File: src/rtl/mvu_mem_bridge.sv
// Bridges a 32-bit word-granular memory port onto one wider MVU memory port.
// Steers lanes, expands byte enables and tracks the fixed-latency responses.
module mvu_mem_bridge #(
  parameter int unsigned AddrWidth    = 32,
  parameter int unsigned RegionBits   = 25,
  parameter int unsigned MvuDataWidth = 64,
  parameter int unsigned MvuAddrWidth = 15,
  parameter int unsigned ReadLatency  = 2,
  parameter logic [31:0] ErrData      = 32'hDEAD_BEEF
) (
  input  logic                      clk_i,
  input  logic                      rst_i,
  input  logic                      req_i,
  output logic                      gnt_o,
  input  logic                      we_i,
  input  logic [AddrWidth-1:0]      addr_i,
  input  logic [31:0]               wdata_i,
  input  logic [3:0]                be_i,
  output logic [31:0]               rdata_o,
  output logic                      rvalid_o,
  output logic                      mvu_req_o,
  input  logic                      mvu_gnt_i,
  output logic                      mvu_we_o,
  output logic [MvuAddrWidth-1:0]   mvu_addr_o,
  output logic [MvuDataWidth-1:0]   mvu_wdata_o,
  output logic [MvuDataWidth/8-1:0] mvu_be_o,
  input  logic [MvuDataWidth-1:0]   mvu_rdata_i,
  output logic [15:0]               err_cnt_o
);

  localparam int unsigned BeWidth = MvuDataWidth / 8;
  localparam int unsigned B       = $clog2(BeWidth);
  localparam int unsigned L       = MvuDataWidth / 32;
  localparam int unsigned LaneW   = (B > 2) ? B - 2 : 1;
  localparam int unsigned HiLsb   = B + MvuAddrWidth;

  typedef struct packed {
    logic             valid;
    logic             we;
    logic             oow;
    logic [LaneW-1:0] lane;
  } rsp_t;

  logic [LaneW-1:0]   lane;
  logic               oow;
  logic [BeWidth-1:0] be_wide;
  rsp_t               push;
  rsp_t               tail;
  rsp_t [ReadLatency-1:0] pipe;
  logic [31:0]        lane_data;

  if (B > 2) begin : g_lane
    assign lane = addr_i[B-1:2];
  end else begin : g_nolane
    assign lane = '0;
  end

  if (HiLsb < RegionBits) begin : g_win
    assign oow = |addr_i[RegionBits-1:HiLsb];
  end else begin : g_nowin
    assign oow = 1'b0;
  end

  if (AddrWidth > RegionBits) begin : g_hi
    logic unused_hi;
    assign unused_hi = ^addr_i[AddrWidth-1:RegionBits];
  end

  logic unused_lo;
  assign unused_lo = ^addr_i[1:0];

  assign be_wide = BeWidth'(be_i);

  always_comb begin
    mvu_req_o   = 1'b0;
    gnt_o       = 1'b0;
    mvu_we_o    = 1'b0;
    mvu_addr_o  = '0;
    mvu_wdata_o = '0;
    mvu_be_o    = '0;
    if (!rst_i && req_i) begin
      if (oow) begin
        // Dropped locally so the upstream never waits on the arbiter
        gnt_o = 1'b1;
      end else begin
        mvu_req_o   = 1'b1;
        gnt_o       = mvu_gnt_i;
        mvu_we_o    = we_i;
        mvu_addr_o  = addr_i[HiLsb-1:B];
        mvu_wdata_o = {L{wdata_i}};
        mvu_be_o    = we_i ? (be_wide << {lane, 2'b00}) : '1;
      end
    end
  end

  always_comb begin
    push       = '0;
    push.valid = gnt_o;
    push.we    = we_i;
    push.oow   = oow;
    push.lane  = lane;
  end

  assign tail      = pipe[ReadLatency-1];
  assign lane_data = mvu_rdata_i[{tail.lane, 5'b0} +: 32];

  always_ff @(posedge clk_i) begin
    if (rst_i) begin
      pipe      <= '0;
      rvalid_o  <= 1'b0;
      rdata_o   <= '0;
      err_cnt_o <= '0;
    end else begin
      pipe[0] <= push;
      for (int i = 1; i < int'(ReadLatency); i++) begin
        pipe[i] <= pipe[i-1];
      end
      rvalid_o <= tail.valid;
      if (tail.valid) begin
        if (tail.oow) begin
          rdata_o <= ErrData;
        end else if (tail.we) begin
          rdata_o <= '0;
        end else begin
          rdata_o <= lane_data;
        end
      end
      if (gnt_o && oow && err_cnt_o != 16'hFFFF) begin
        err_cnt_o <= err_cnt_o + 16'd1;
      end
    end
  end

endmodule

File: config.mk
export PLATFORM = sky130hd
export DESIGN_NAME = mvu_mem_bridge
export DESIGN_NICKNAME = d
export VERILOG_FILES = /design/src/rtl/mvu_mem_bridge.sv
export SDC_FILE = /design/constraint.sdc
export NUM_CORES = 1
export LEC_CHECK = 0
export BUFFER_PORTS_ARGS = -buffer_cell sky130_fd_sc_hd__buf_2
export CAP_MARGIN = 20
export CORE_AREA = 4 4 105 107
export CTS_CLUSTER_DIAMETER = 200
export DETAILED_ROUTE_END_ITERATION = 16
export DIE_AREA = 0 0 109 111
export MAX_ROUTING_LAYER = met4
export PLACE_DENSITY_LB_ADDON = 0.05
export SLEW_MARGIN = 30
export SYNTH_ARGS = -nofsm -noshare
export SYNTH_HDL_FRONTEND = slang
export SYNTH_SLANG_ARGS = --single-unit
export TNS_END_PERCENT = 50
File: constraint.sdc
create_clock -name clk_i -period 2.54 [get_ports clk_i]
set_input_delay 0.127 -clock clk_i [delete_from_list [all_inputs] [get_ports clk_i]]
set_output_delay 0.127 -clock clk_i [all_outputs]
set_load 0.02 [all_outputs]
# Word-level counts from Yosys, hierarchy flattened
# Index checks and enable logic that the tools add are counted.
[op_classes]
shift = 2
n_addsub = 1
n_mux = 15
n_eq_ne = 1
reduce_logical = 5
[ops]
columns = ["op", "count"]
rows = [
  ["two-way mux 64 bit", 2],
  ["two-way mux 32 bit", 2],
  ["indexed part select 64 x 7 -> 32 bit", 1],
  ["two-way mux 15 bit", 2],
  ["two-way mux 8 bit", 3],
  ["adder 16 x 1 -> 16 bit, second input constant", 1],
  ["inequality test 16 bit, second input constant", 1],
  ["left shift 4 x 3 -> 8 bit", 1],
  ["OR reduction 7 bit", 1],
  ["two-way mux 1 bit", 6],
  ["logical AND 1 bit", 3],
  ["zero test 1 bit", 1],
]
[word_totals]
word_cells = 35
register_bits = 57
in_bits = 137
out_inout_bits = 139

# Logic depth before layout (Yosys ltp)
# Gate-level depths: netlist (run 1).
[depth]
ltp_word = 5
ltp_mapped = 7

# Worst setup path after synthesis (run 1)
# Ideal clock, no wire load.
[synth_timing]
path_kind = "register -> register"
from = "reg err_cnt_o[0]"
to = "reg err_cnt_o[2]"
setup_slack_ps = 597
t_required_ps = 2412
path_stages_with_launch = 8
t_arrival_ps = 1816
period_less_slack_ps = 1943
setup_ps = 128
path_cell_list = "dfxtp_1 -> ha_1 -> nand4_1 -> or4_4 -> buf_6 -> nand4_2 -> xor2_1 -> nor2_1"
[synth_via]
elab_chain_len = 2
word_cells_on_any_way = 3
classes_between = "1 x add/sub; 1 x eq/ne; 1 x reduce/logical"
[synth_lines]
columns = ["item", "line_no", "rtl"]
rows = [
  ["start: declaration", "28", "output logic [15:0] err_cnt_o"],
  ["start signal: assignment", "129", "err_cnt_o <= err_cnt_o + 16'd1;"],
  ["branches (longest 2 deep; another with adder 16 x 1 -> 16 bit)", "--", ""],
]
# Several ways; the timed one is not identified.
# A chain may end at the register's enable or synchronous reset.

# Worst setup path in the final report (run 1)
[layout_timing]
from = "in rst_i"
to = "out mvu_wdata_o[52]"
[layout_via]
elab_chain_len = 3
[layout_lines]
columns = ["item", "line_no", "rtl"]
rows = [
  ["start: declaration", "12", "input logic rst_i,"],
  ["zero test 1 bit", "81", "if (!rst_i && req_i) begin"],
  ["logical AND 1 bit", "81", ""],
  ["two-way mux 64 bit", "81", ""],
  ["end: declaration", "25", "output logic [MvuDataWidth-1:0] mvu_wdata_o,"],
]
# No other way between the ends.

==> results of run 1 <==
[cell families after synthesis]
| group | synth area share, % |
|---|---|
| simple gates | 30.8 |
| xor+xnor | 3.26 |
| fa+ha+maj | 0.389 |
| mux | 10.9 |
| compound gates | 8.08 |
| flops | 35.4 |
| buf+inv | 11.1 |
[synthesized netlist by cell type, drive strengths merged]
cell    instances  area (sq um)
a211oi          2          15.0
nor4            1          21.3
nand2b          7          43.8
xor2           11          96.3
nor3b           1          7.51
and3            4          27.5
buf            38           273
ha              1          12.5
nand4b          1          8.76
nor3            3          20.0
inv             1          3.75
mux2            8          90.1
nor2           75           284
nand2           9          33.8
xnor2           1          8.76
and2           49           307
or3             1          6.26
nand4           8          62.6
o21ai           1          5.00
clkbuf         21          81.3
nor2b          16           100
o22ai          24           150
and3b           1          8.76
dfxtp          57          1140
nand3           9          50.1
mux2i          26           260
or4             1          11.3
a21oi          18          90.1
[flip-flops by register name, indices dropped and copies added, names as in the netlist]
name / flops
rdata_o: 32
err_cnt_o: 16
pipe: 8
rvalid_o: 1
[power groups by stage]
stage	sequential, mW	combinational [mW]	clock [mW]
after floorplan	0.993	0.136	0
after global placement	0.968	0.313	0
after detailed placement	0.970	0.316	0
after CTS	0.949	0.317	1.09
after global routing	0.953	0.349	1.13
final	0.948	0.313	1.06
[worst paths after layout]
kind,from,to,slack [ps],cells past startpoint
max,rst_i,mvu_wdata_o[52],440,6
min,mvu_gnt_i,pipe[3],70,3
max reg2reg,err_cnt_o[0],err_cnt_o[1],550,6
min reg2reg,pipe[2],pipe[6],430,1
[layer usage]
layer  GRT usage (%)  wire length, um
met1            20.6             4570
met2            30.9             5480
met3            4.08              926
met4            5.56              127
met5               -                0
[metrics by stage]
| step | setup WS, ps | std cells |
|---|---|---|
| 2_1_floorplan | 597 | 395 |
| 3_3_place_gp | 470 | 744 |
| 3_5_place_dp | 444 | 744 |
| 4_1_cts | 427 | 760 |
| 5_1_grt | 223 | 761 |
| 6_report | 441 | 761 |
[layout by cell type, fill, tap and decap left out, drive strengths merged]
cell type  netlist  layout
buf             38     272
nor2            75      75
dfxtp           57      57
and2            49      49
mux2i           26      26
o22ai           24      24
a21oi           18      18
nor2b           16      16
xor2            11      11
clkbuf          21      10
nand2            9       9
nand3            9       9
mux2             8       8
nand4            8       8
nand2b           7       7
and3             4       4
bufinv           0       3
nor3             3       3
a211oi           2       2
clkinv           0       2
diode            0       1
nor4             1       1
inv              1       1
and3b            1       1
or4              1       1
nand4b           1       1
xnor2            1       1
nor3b            1       1
or3              1       1
o21ai            1       1
ha               1       1
clkinvlp         0       1
[critical path, cell delays in order]
cell and delay (ps):
sky130_fd_sc_hd__buf_2 260, sky130_fd_sc_hd__nor2b_1 380, sky130_fd_sc_hd__nand3_2 260, sky130_fd_sc_hd__inv_2 490
sky130_fd_sc_hd__and2_1 240, sky130_fd_sc_hd__buf_2 180
[layout make-up]
cell class	count	area (sq um)
Clock inverter	6	115
Multi-Input combinational cell	278	1720
Inverter	1	3.75
Tap cell	136	170
Sequential cell	57	1140
Clock buffer	10	138
Timing Repair Buffer	272	1380
Antenna cell	1	2.50
Fill cell	1029	5470
==> summary by stage, run 1 <==
Place
The routability-driven placement congestion ratio is approximately 0.83. The total placed instance area is ~4400 sq um. The number of buffer cells added on primary ports is 266.

The half-perimeter wire length of the detailed placement result is between 8000 and 9000 um.

Timing
The final count of hold timing violations came to 0. Setup violations remaining at the end of the flow were counted as 0. Setup repair after global routing left no endpoint under its margin. The tightest hold path in the finished design has a slack of approximately 74 ps.

The summed negative setup slack over all endpoints is 0 ps. In this run the tightest slew margin relative to its limit is between 40% and 50%. The final critical-path share of the clock period is 82.7%. The number of max-slew violations in the final report came to 0. The final critical path time including I/O delays and setup is approximately 2100 ps. The clock arrives with between 7 and 8 ps of skew. The maximum clock rate is about 480 MHz. The transition at the pin with the smallest max-transition slack is just under 900 ps.

Drt
The ratio of routed vias to standard cells is around 4.5. After detailed routing, the total wire length is 11100 um. The number of violations reported at the end of detailed-routing iteration 0 is 97.

In the routed design, unresolved DRC markers number 0. For this run, the detailed router's first-pass iteration total came to 4. The count of nets left with antenna violations once routing finished came out at 0. For this block, the via count after detailed routing is approximately 3400. After detailed routing, the average wire length per cell comes to approximately 15 um.

GRT
The initial antenna violation count is 1. The first global-routing pass estimated approximately 17000 um of wire. The largest net degree at the start of global routing is 50.

The via count of the first global-routing pass came to 3413. The residual overflow from global routing is 0. For this run, the total global-route usage over all layers was measured as between 15 and 20%.

Synth
The number of distinct library cells after synthesis is 37. Synthesis produced about 400 cells. The average cell area after synthesis is ~8.2 sq um. During synthesis, Yosys emitted a total of 0 warnings. Counting every net in the synthesized netlist gives 533.

The synthesized netlist occupies a cell area of ~3200 sq um. Synthesis inferred 57 register bits. The sequential element share of the synthesized area is 35.4%.

Clock tree
Clock-pin slew was measured on the worst setup and hold paths at around 60 ps. Buffers added to address setup during post-CTS repair amount to 0. The tree built by TritonCTS fans out to 57 sinks.

The later pin in the worst-skew pair is clocked with a latency of roughly 330 ps. Clock tree synthesis selected as its root buffer the cell sky130_fd_sc_hd__clkbuf_8. The post-cts gate resize count is 0. TritonCTS built the clock tree. The maximum clock path buffer count is 2.

The H-tree generated during clock tree synthesis spans 3 levels. The number of buffers created by CTS is 9. The post-cts hold buffer count is 0.

Cells and area
The final net count is about 760. After routing the design area is between 4000 and 5000 sq um. Measured on the finished design, the core utilization comes to a little under half. Relative to the synthesized area, the layout overhead comes to 45.1%. The share of layout cells above drive strength 1 is roughly half.

Power
The analysis attributes to net switching a power of about 0.56 mW. Power spread over the standard cell area amounts to approximately 500 nW/um^2. Of the total power, the clock network draws a little under half. IR analysis of the VDD net gives a maximum drop of roughly 0.00024 V. The share of total power dissipated in sequential elements is 40.9%. Summed over all cells, the static leakage comes to 2.52 nW. The total design power is around 2.3 mW.

The switching part of the total is 24.0%. The internal portion of the total power is approximately 1.8 mW. Per report_power, the combinational group accounts for 13.5% of the total.

Critical path
Of all nets on the critical path, the largest fanout is 49. For the worst setup path, the data arrival time is between 1500 and 2000 ps. The startpoint type of the worst setup path is an input pin. The sort of element at the end of the critical path is an output port. STA puts the critical path data required time at roughly 2400 ps. By startpoint and endpoint, the worst setup path is classified as input pin to output port.

Worst hold path
In this run the worst hold path is classified as input pin to register.

Die
The die covers 12100 sq um. Measured along the x axis, the die boundary spans ~110 um. The floorplan has 37 rows. The area of the core is 10100 sq um.

In this run the count of I/O pins placed on the die edge is between 200 and 300. The starting density of the core is 31.8%. The vertical extent of the die is 111 um.

Flow run
The tool flagged a number of max-cap violations equal to 0.

Status
The flow ran to the end, and the final reports show no timing, DRC or antenna violations.
Power figures use the tool's default switching activity.
==> run 2, diff against run 1 <==
--- a/config.mk
+++ b/config.mk
@@ -7,10 +7,10 @@
 export LEC_CHECK = 0
 export BUFFER_PORTS_ARGS = -buffer_cell sky130_fd_sc_hd__buf_2
 export CAP_MARGIN = 20
-export CORE_AREA = 4 4 105 107
+export CORE_AREA = 4 4 104 106
 export CTS_CLUSTER_DIAMETER = 200
 export DETAILED_ROUTE_END_ITERATION = 16
-export DIE_AREA = 0 0 109 111
+export DIE_AREA = 0 0 108 110
 export MAX_ROUTING_LAYER = met4
 export PLACE_DENSITY_LB_ADDON = 0.05
 export SLEW_MARGIN = 30
==> constraint.sdc (replaced) <==
create_clock -name clk_i -period 1.8 [get_ports clk_i]
set_input_delay 0.09 -clock clk_i [delete_from_list [all_inputs] [get_ports clk_i]]
set_output_delay 0.09 -clock clk_i [all_outputs]
set_load 0.02 [all_outputs]
==> run 2 against run 1 <==
The flow now finishes with violations (setup timing). Non-clock buffer count rose by 24. Via count rose by 2.2%. Combinational power rose by 48%. Power rose by 28%. Routed wire length rose by 0.59%.
==> summary by stage, run 2 (synthesis gave the netlist of run 1 again) <==
Critical path
The kind of critical path is register to register. The largest fanout of any net on the critical path is 5. The capture point of the worst reg-to-reg path is err_cnt_o[1]. The worst reg2reg path startpoint is err_cnt_o[0]. The startpoint type of the worst setup path is a register. Counting cells, the worst reg-to-reg path comes to 6.

The sort of element at the end of the critical path is a register. For the worst setup path, the data arrival time is between 2000 and 2500 ps. The critical path required time is roughly 2000 ps. In this run the register-to-register setup slack is -30 ps.

Drt
The count of nets left with antenna violations after detail routing is 0. Across all layers, the routed design uses 3524 vias. After detailed routing, the total wire length is 11200 um.

For this run, design rule violations remaining after detail routing come to 0. The ratio of routed vias to standard cells is between 4 and 5. Dividing the detail-routed wire length by the instance count gives 14.3 um. The total iterations of the first detailed-routing run is 5.

In this run, the number of DRC markers left after iteration 0 of detailed routing was 131.

Clock tree
The clock drives 57 sinks. The root cell of the clock tree is sky130_fd_sc_hd__clkbuf_8. The number of levels the H-tree was split into is 3.

The CTS tree is built. The clock slew at the register clock pins of the worst setup and hold paths is 60 ps. The maximum clock path buffer count is 2.

Clock latency on the worst-skew pair, taken at its later pin, is around 330 ps. Buffers inserted during clock tree synthesis total 9.

GRT
The global routing usage summed across all routing layers is 18.3%. Entering global routing, the biggest net connects 50 pins. The via count of the first global-routing pass was around 3400. The first-pass GRT wire length is 16700 um. For this run the aggregate overflow at the end of global routing stands at 0. The initial antenna violation count was 0.

Timing
After layout, the minimum clock period comes to 1830 ps. Setup repair after global routing could not meet its margin everywhere. The total of endpoints with negative setup slack in the final report is 4. The number of max-slew violations in the final report is 0. The minimum setup slack in the final design is -27.4 ps. The transition at the pin with the smallest max-transition slack is about 410 ps. The worst pin sits at a relative slew slack of 72.1%. The final count of hold timing violations is 0.

The maximum clock rate is ~550 MHz. The summed negative setup slack over all endpoints is -68.9 ps. On the final layout, the worst clock skew is around 15 ps. After layout, the worst path uses 102% of the clock period.

Place
The routability-driven placement congestion ratio is roughly 0.84. In this run the tool buffered the top-level ports with around 270 buffer cells. The total instance count after detailed placement is between 700 and 800. The half-perimeter wire length of the detailed placement result is ~9000 um.

Worst hold path
The worst hold path begins at addr_i[24]. The min-delay analysis places its worst path in the category input pin to register. The worst hold path was traced through 3 stages. The end point of the most critical hold path is pipe[1].

Power
The switching part of the total is 24.6%. Dividing total power by cell area gives a power density of about 600 nW/um^2. The share of power burned in registers is approximately 45%. For this design the total switching power over the nets is approximately 0.73 mW.

For this design the static power due to leakage is around 2.6 nW. The worst ir drop on vdd is ~0.00028 V. The logic gate share of total power is between 10% and 20%. The clock share of power is about two fifths. The internal power of the cells totals around 2.2 mW.

Die
The starting density of the core is roughly a third. The die is approximately 110 um tall. The total area inside the core boundary comes to between 9000 and 10000 sq um. The horizontal die dimension is between 100 and 150 um.

The floorplan has 36 rows. The floorplan step defined a die boundary enclosing about 12000 sq um. approximately 280 I/O pins were placed.

Cells and area
The number of fillers in the final layout is between 1000 and 1500. Ranked by flip-flop count, first place goes to rdata_o. Leaving out fill and tap cells, the most frequent cells in the layout are 266 x sky130_fd_sc_hd__buf_2, 74 x sky130_fd_sc_hd__nor2_1, 54 x sky130_fd_sc_hd__dfxtp_1, 49 x sky130_fd_sc_hd__and2_1, 26 x sky130_fd_sc_hd__mux2i_1.

In the final layout, the registers with the most flip-flops are rdata_o: 32 flops, err_cnt_o: 16 flops, pipe: 8 flops. The repair_antennas step left the layout with diodes totalling 0. The final net count is ~780.

The area growth from synthesis to final layout is 51.7%. The multi-input combinational cells in the finished layout cover a total of between 1500 and 2000 sq um. The number of flip-flops under the largest register name is 32. The most common cell after layout, fill and taps aside is sky130_fd_sc_hd__buf_2. The share of layout cells above drive strength 1 is a little over 50%. The non-filler instance count after layout is 780. Summing all flip-flop and latch instances after layout gives roughly 1100 sq um.

Status
The final reports fail on setup timing. The run finished, with violations left.

Flow run
The tool flagged a number of max-cap violations equal to 0.
## run 2: cell types whose count changed in the layout (fill, tap and decap cells not counted), moves of 2 or more
cell / delta
sky130_fd_sc_hd__clkinv_4: -2
sky130_fd_sc_hd__dfxtp_1: -2
sky130_fd_sc_hd__buf_12: +3
sky130_fd_sc_hd__buf_4: +19
sky130_fd_sc_hd__bufinv_16: -2
sky130_fd_sc_hd__clkinv_2: +2
sky130_fd_sc_hd__nand3_2: +4
sky130_fd_sc_hd__nand3_1: -4
sky130_fd_sc_hd__dfxtp_4: +2
## run 2: power groups by stage
stage	combinational, mW	sequential (mW)	clock, mW
global route	0.516	1.33	1.27
global placement	0.462	1.35	0
CTS	0.469	1.33	1.22
detailed placement	0.466	1.35	0
floorplan	0.192	1.40	0
finish	0.464	1.33	1.18
## run 2: timing repair
item,in CTS,in global routing
gates resized for setup,0,8
cloned,0,1
endpoints found under the hold margin,1,0
setup buffers,0,2
endpoints found under the setup margin,3,2
hold buffers,1,0
pin swaps,1,14
## run 2: worst max path at each step
stage	cells after the start	endpoint	from	slack [ps]
floorplan	7	err_cnt_o[2]	err_cnt_o[0]	3
global placement	6	err_cnt_o[0]	err_cnt_o[0]	-70
detailed placement	6	err_cnt_o[1]	err_cnt_o[0]	-110
CTS	6	err_cnt_o[1]	err_cnt_o[0]	4
global route	6	err_cnt_o[0]	err_cnt_o[0]	-80
finish	6	err_cnt_o[1]	err_cnt_o[0]	-30
## run 2: worst max-delay path, stage by stage (launching register included)
cell	delay, ps
sky130_fd_sc_hd__dfxtp_4	360
sky130_fd_sc_hd__ha_4	130
sky130_fd_sc_hd__nand4_1	130
sky130_fd_sc_hd__or4_4	630
sky130_fd_sc_hd__and3_2	270
sky130_fd_sc_hd__mux2i_1	140
sky130_fd_sc_hd__nor2_1	50
## run 2: area by class of cell
cell class                      instances  area share (%)
Tap cell                              133            3.41
Clock buffer                           12            3.18
Timing Repair Buffer                  296            33.0
Inverter                                1          0.0768
Multi-Input combinational cell        278            35.9
Clock inverter                          3           0.820
Sequential cell                        57            23.5
## run 2: routing by layer
metal | vias up | GRT usage, % | routed length (um)
li1 | 1780 | - | -
met1 | 1557 | 21.1 | 4600
met2 | 173 | 31.9 | 5500
met3 | 14 | 3.67 | 911
met4 | 0 | 5.86 | 167
met5 | - | - | 0
## run 2: stage by stage
step	setup slack, ps	cell area [sq um]	power (mW)	utilization, %	hold WS (ps)
floorplan	3.15	3230	1.59	-	221
global placement	-71.9	4590	1.81	47.0	366
detailed placement	-107	4590	1.82	47.0	348
CTS	4.11	4800	3.02	49.1	44.9
global route	-82.8	4880	3.12	50.0	76.6
finish	-27.4	4880	2.97	50.0	64.8
==> run 3, diff against run 2 <==
==> constraint.sdc (replaced) <==
create_clock -name clk_i -period 1.8 [get_ports clk_i]
set_input_delay 0.09 -clock clk_i [delete_from_list [all_inputs] [get_ports clk_i]]
set_output_delay 0.09 -clock clk_i [all_outputs]
set_load 0.005 [all_outputs]
==> run 3 against run 2 <==
The run now ends clean. Routed wire length rose by 1.6%. Combinational power fell by 9.5%. Sequential share of layout area up 0.46 points. Critical path type unchanged. Critical endpoint is now err_cnt_o[2]. Largest cell class unchanged.
==> summary by stage, run 3 (synthesis gave the netlist of run 1 again) <==
Critical path
For the worst setup path, the data arrival time is between 1500 and 2000 ps. The worst register-to-register path has a depth of 6. The critical path required time is 2010 ps. STA classifies the critical path endpoint as a register.

Walking the worst path, the cells encountered are nand3_1 -> or4_4 -> buf_4 -> nand4_2 -> xor2_1 -> nor2_1. Of all nets on the critical path, the largest fanout is 5. The critical path is of the register to register type. For this run, the slowest stage of the critical path takes 560 ps.

The worst setup path is launched from a register. Among all stages on the critical path, the largest delay is contributed by sky130_fd_sc_hd__or4_4.

Die
The number of I/O pins is about 280. The horizontal die dimension is around 110 um. The core region is a little under 10000 sq um. For this configuration, the core starts out at a cell density of around 33%. The number of cell rows is 36. The area enclosed by the die boundary is around 12000 sq um. In this run the vertical extent of the chip is between 100 and 150 um.

Drt
After detailed routing, the average wire length per cell comes to 14.6 um. The routed wire length is approximately 11000 um. Using the TritonRoute via totals, the vias-per-cell ratio works out to ~4.5. The number of violations reported at the end of detailed-routing iteration 0 is 126. The count of nets left with antenna violations after detail routing is 0. The total DRC errors in the routed layout is 0. The first detailed-routing pass ran for 4 iterations. The via count is ~3500.

Timing
The worst clock skew on the final layout is 9.49 ps. Static timing analysis puts the maximum clock frequency at roughly 600 MHz. The final count of hold timing violations came to 0. Setup violations remaining at the end of the flow were counted as 0. At the pin with the least slew margin, the transition time is 461 ps. The number of max-slew violations in the final report is 0. Setup repair after global routing left no endpoint under its margin. For the finished layout, the period the worst path requires is between 1500 and 2000 ps. Measured against its own limit, the worst slew margin works out to roughly 70%. The final critical path takes up 91.1% of the cycle.

Clock tree
For this design, the CTS-stage hold fixing added 0 buffers. The clock insertion delay at the later pin of the skew report is between 300 and 400 ps. Buffers inserted during clock tree synthesis total 9.

The root cell of the clock tree is sky130_fd_sc_hd__clkbuf_8. Clock tree synthesis found a total of 57 sinks. The CTS tree is built. The clock passes through at most 2 buffers. The number of levels the H-tree was split into is 3. After clock tree synthesis, the clock-pin slew on the worst setup and hold paths is roughly 70 ps.

GRT
The first global-routing pass estimated roughly 17000 um of wire. The via count of the first global-routing pass is 3468. The global routing usage summed across all routing layers is between 10% and 20%. Global routing finished with a remaining overflow of 0.

The initial antenna violation count is 1. Entering global routing, the biggest net connects 50 pins.

Cells and area
The cell area after layout is ~4800 sq um. The number of flip-flops under the largest register name is 32. rdata_o holds more flip-flops than any other register. The area growth from synthesis to final layout is 48.3%. After the last flow step, the layout net total stands at roughly 780. Registers take approximately 1100 sq um.

The library cell used most frequently in the layout, excluding fill and tap cells, is sky130_fd_sc_hd__buf_2. Leaving out fill and tap cells, the most frequent cells in the layout are 266 x sky130_fd_sc_hd__buf_2, 74 x sky130_fd_sc_hd__nor2_1, 53 x sky130_fd_sc_hd__dfxtp_1, 49 x sky130_fd_sc_hd__and2_1, 26 x sky130_fd_sc_hd__mux2i_1. At the end of the flow the core is filled with cells to 48.9%.

The multi-input logic area is 1730 sq um. The number of fillers in the final layout is 1002. The share of layout cells above drive strength 1 is 51.3%.

In the final layout, the registers with the most flip-flops are rdata_o: 32 flops, err_cnt_o: 16 flops, pipe: 8 flops.

Worst hold path
The worst hold path was traced through 3 stages. The worst hold path belongs to the class input pin to register.

Flow run
The tool flagged a number of max-cap violations equal to 0.

Place
The total placed instance area is 4610 sq um. After legalization and detailed placement, the total HPWL measured between 9000 and 10000 um. Port buffering added around 270 buffers. At the end of routability-driven placement, the weighted congestion stood at between 0.8 and 0.9.

Power
VDD sags by at most approximately 0.00023 V. For this design the static power due to leakage is roughly 2.6 nW. The total power divided by cell area is around 570 nW/um^2.

Status
The run finished with clean final reports.
==> run 3: cell types whose count changed in the layout (fill, tap and decap cells not counted), moves of 2 or more <==
cell                       change
sky130_fd_sc_hd__clkinv_2      +3
sky130_fd_sc_hd__buf_4         -2
sky130_fd_sc_hd__clkbuf_8      -2
sky130_fd_sc_hd__dfxtp_4       -2
sky130_fd_sc_hd__dfxtp_2       +3
sky130_fd_sc_hd__nand3_2       -4
sky130_fd_sc_hd__nand3_1       +4
==> run 3: stage by stage <==
stage	setup TNS, ps	worst slack [ps]	instances	total power [mW]	hold slack, ps
2_1_floorplan	0	14.9	395	1.55	221
3_3_place_gp	0	14.8	762	1.78	401
3_5_place_dp	-27.5	-13.3	762	1.79	386
4_1_cts	0	92.1	776	2.75	36.3
5_1_grt	0	21.5	777	2.85	94.6
6_report	0	161	777	2.71	42.0
==> run 3: what timing repair did <==
| item | in CTS | in global routing |
|---|---|---|
| pin swaps | 1 | 2 |
| setup endpoints to repair | 13 | 7 |
| resized for setup | 2 | 3 |
| setup buffers | 0 | 0 |
==> run 3: worst max-delay path, delay by kind of cell (launching register included) <==
kind / cells / cell delay (ps)
flops: 1 / 400
simple gates: 4 / 820
xor+xnor: 1 / 150
buf+inv: 1 / 150
==> run 3: final cells by class <==
type,instances,share of cell area (%)
multi-input cells,278,36.3
repair buffers,293,33.0
flip-flops and latches,57,24.0
well taps,133,3.48
clock buffers,9,2.59
clock inverters,5,0.524
inverters,1,0.0786
diodes,1,0.0524
==> run 3: metal layers <==
layer	GRT usage, %	routed length [um]	vias up	share of wire (%)
met3	3.67	880	13	7.8
met5	-	0	-	0
met2	31.3	5310	162	47
met4	5.68	143	0	1.3
met1	23.1	5020	1556	44
li1	-	-	1785	-
==> run 3: power breakdown <==
part           internal [mW]  switching, mW
registers               1.31         0.0285
logic                  0.234          0.186
clock network          0.470          0.481
total                   2.01          0.695
==> run 3: worst paths after layout <==
| path | endpoint | slack, ps | start |
|---|---|---|---|
| hold reg to reg | pipe[5] | 440 | pipe[1] |
| setup / recovery | err_cnt_o[2] | 160 | err_cnt_o[14] |
| hold / removal | pipe[3] | 40 | mvu_gnt_i |
| setup reg to reg | err_cnt_o[2] | 160 | err_cnt_o[14] |
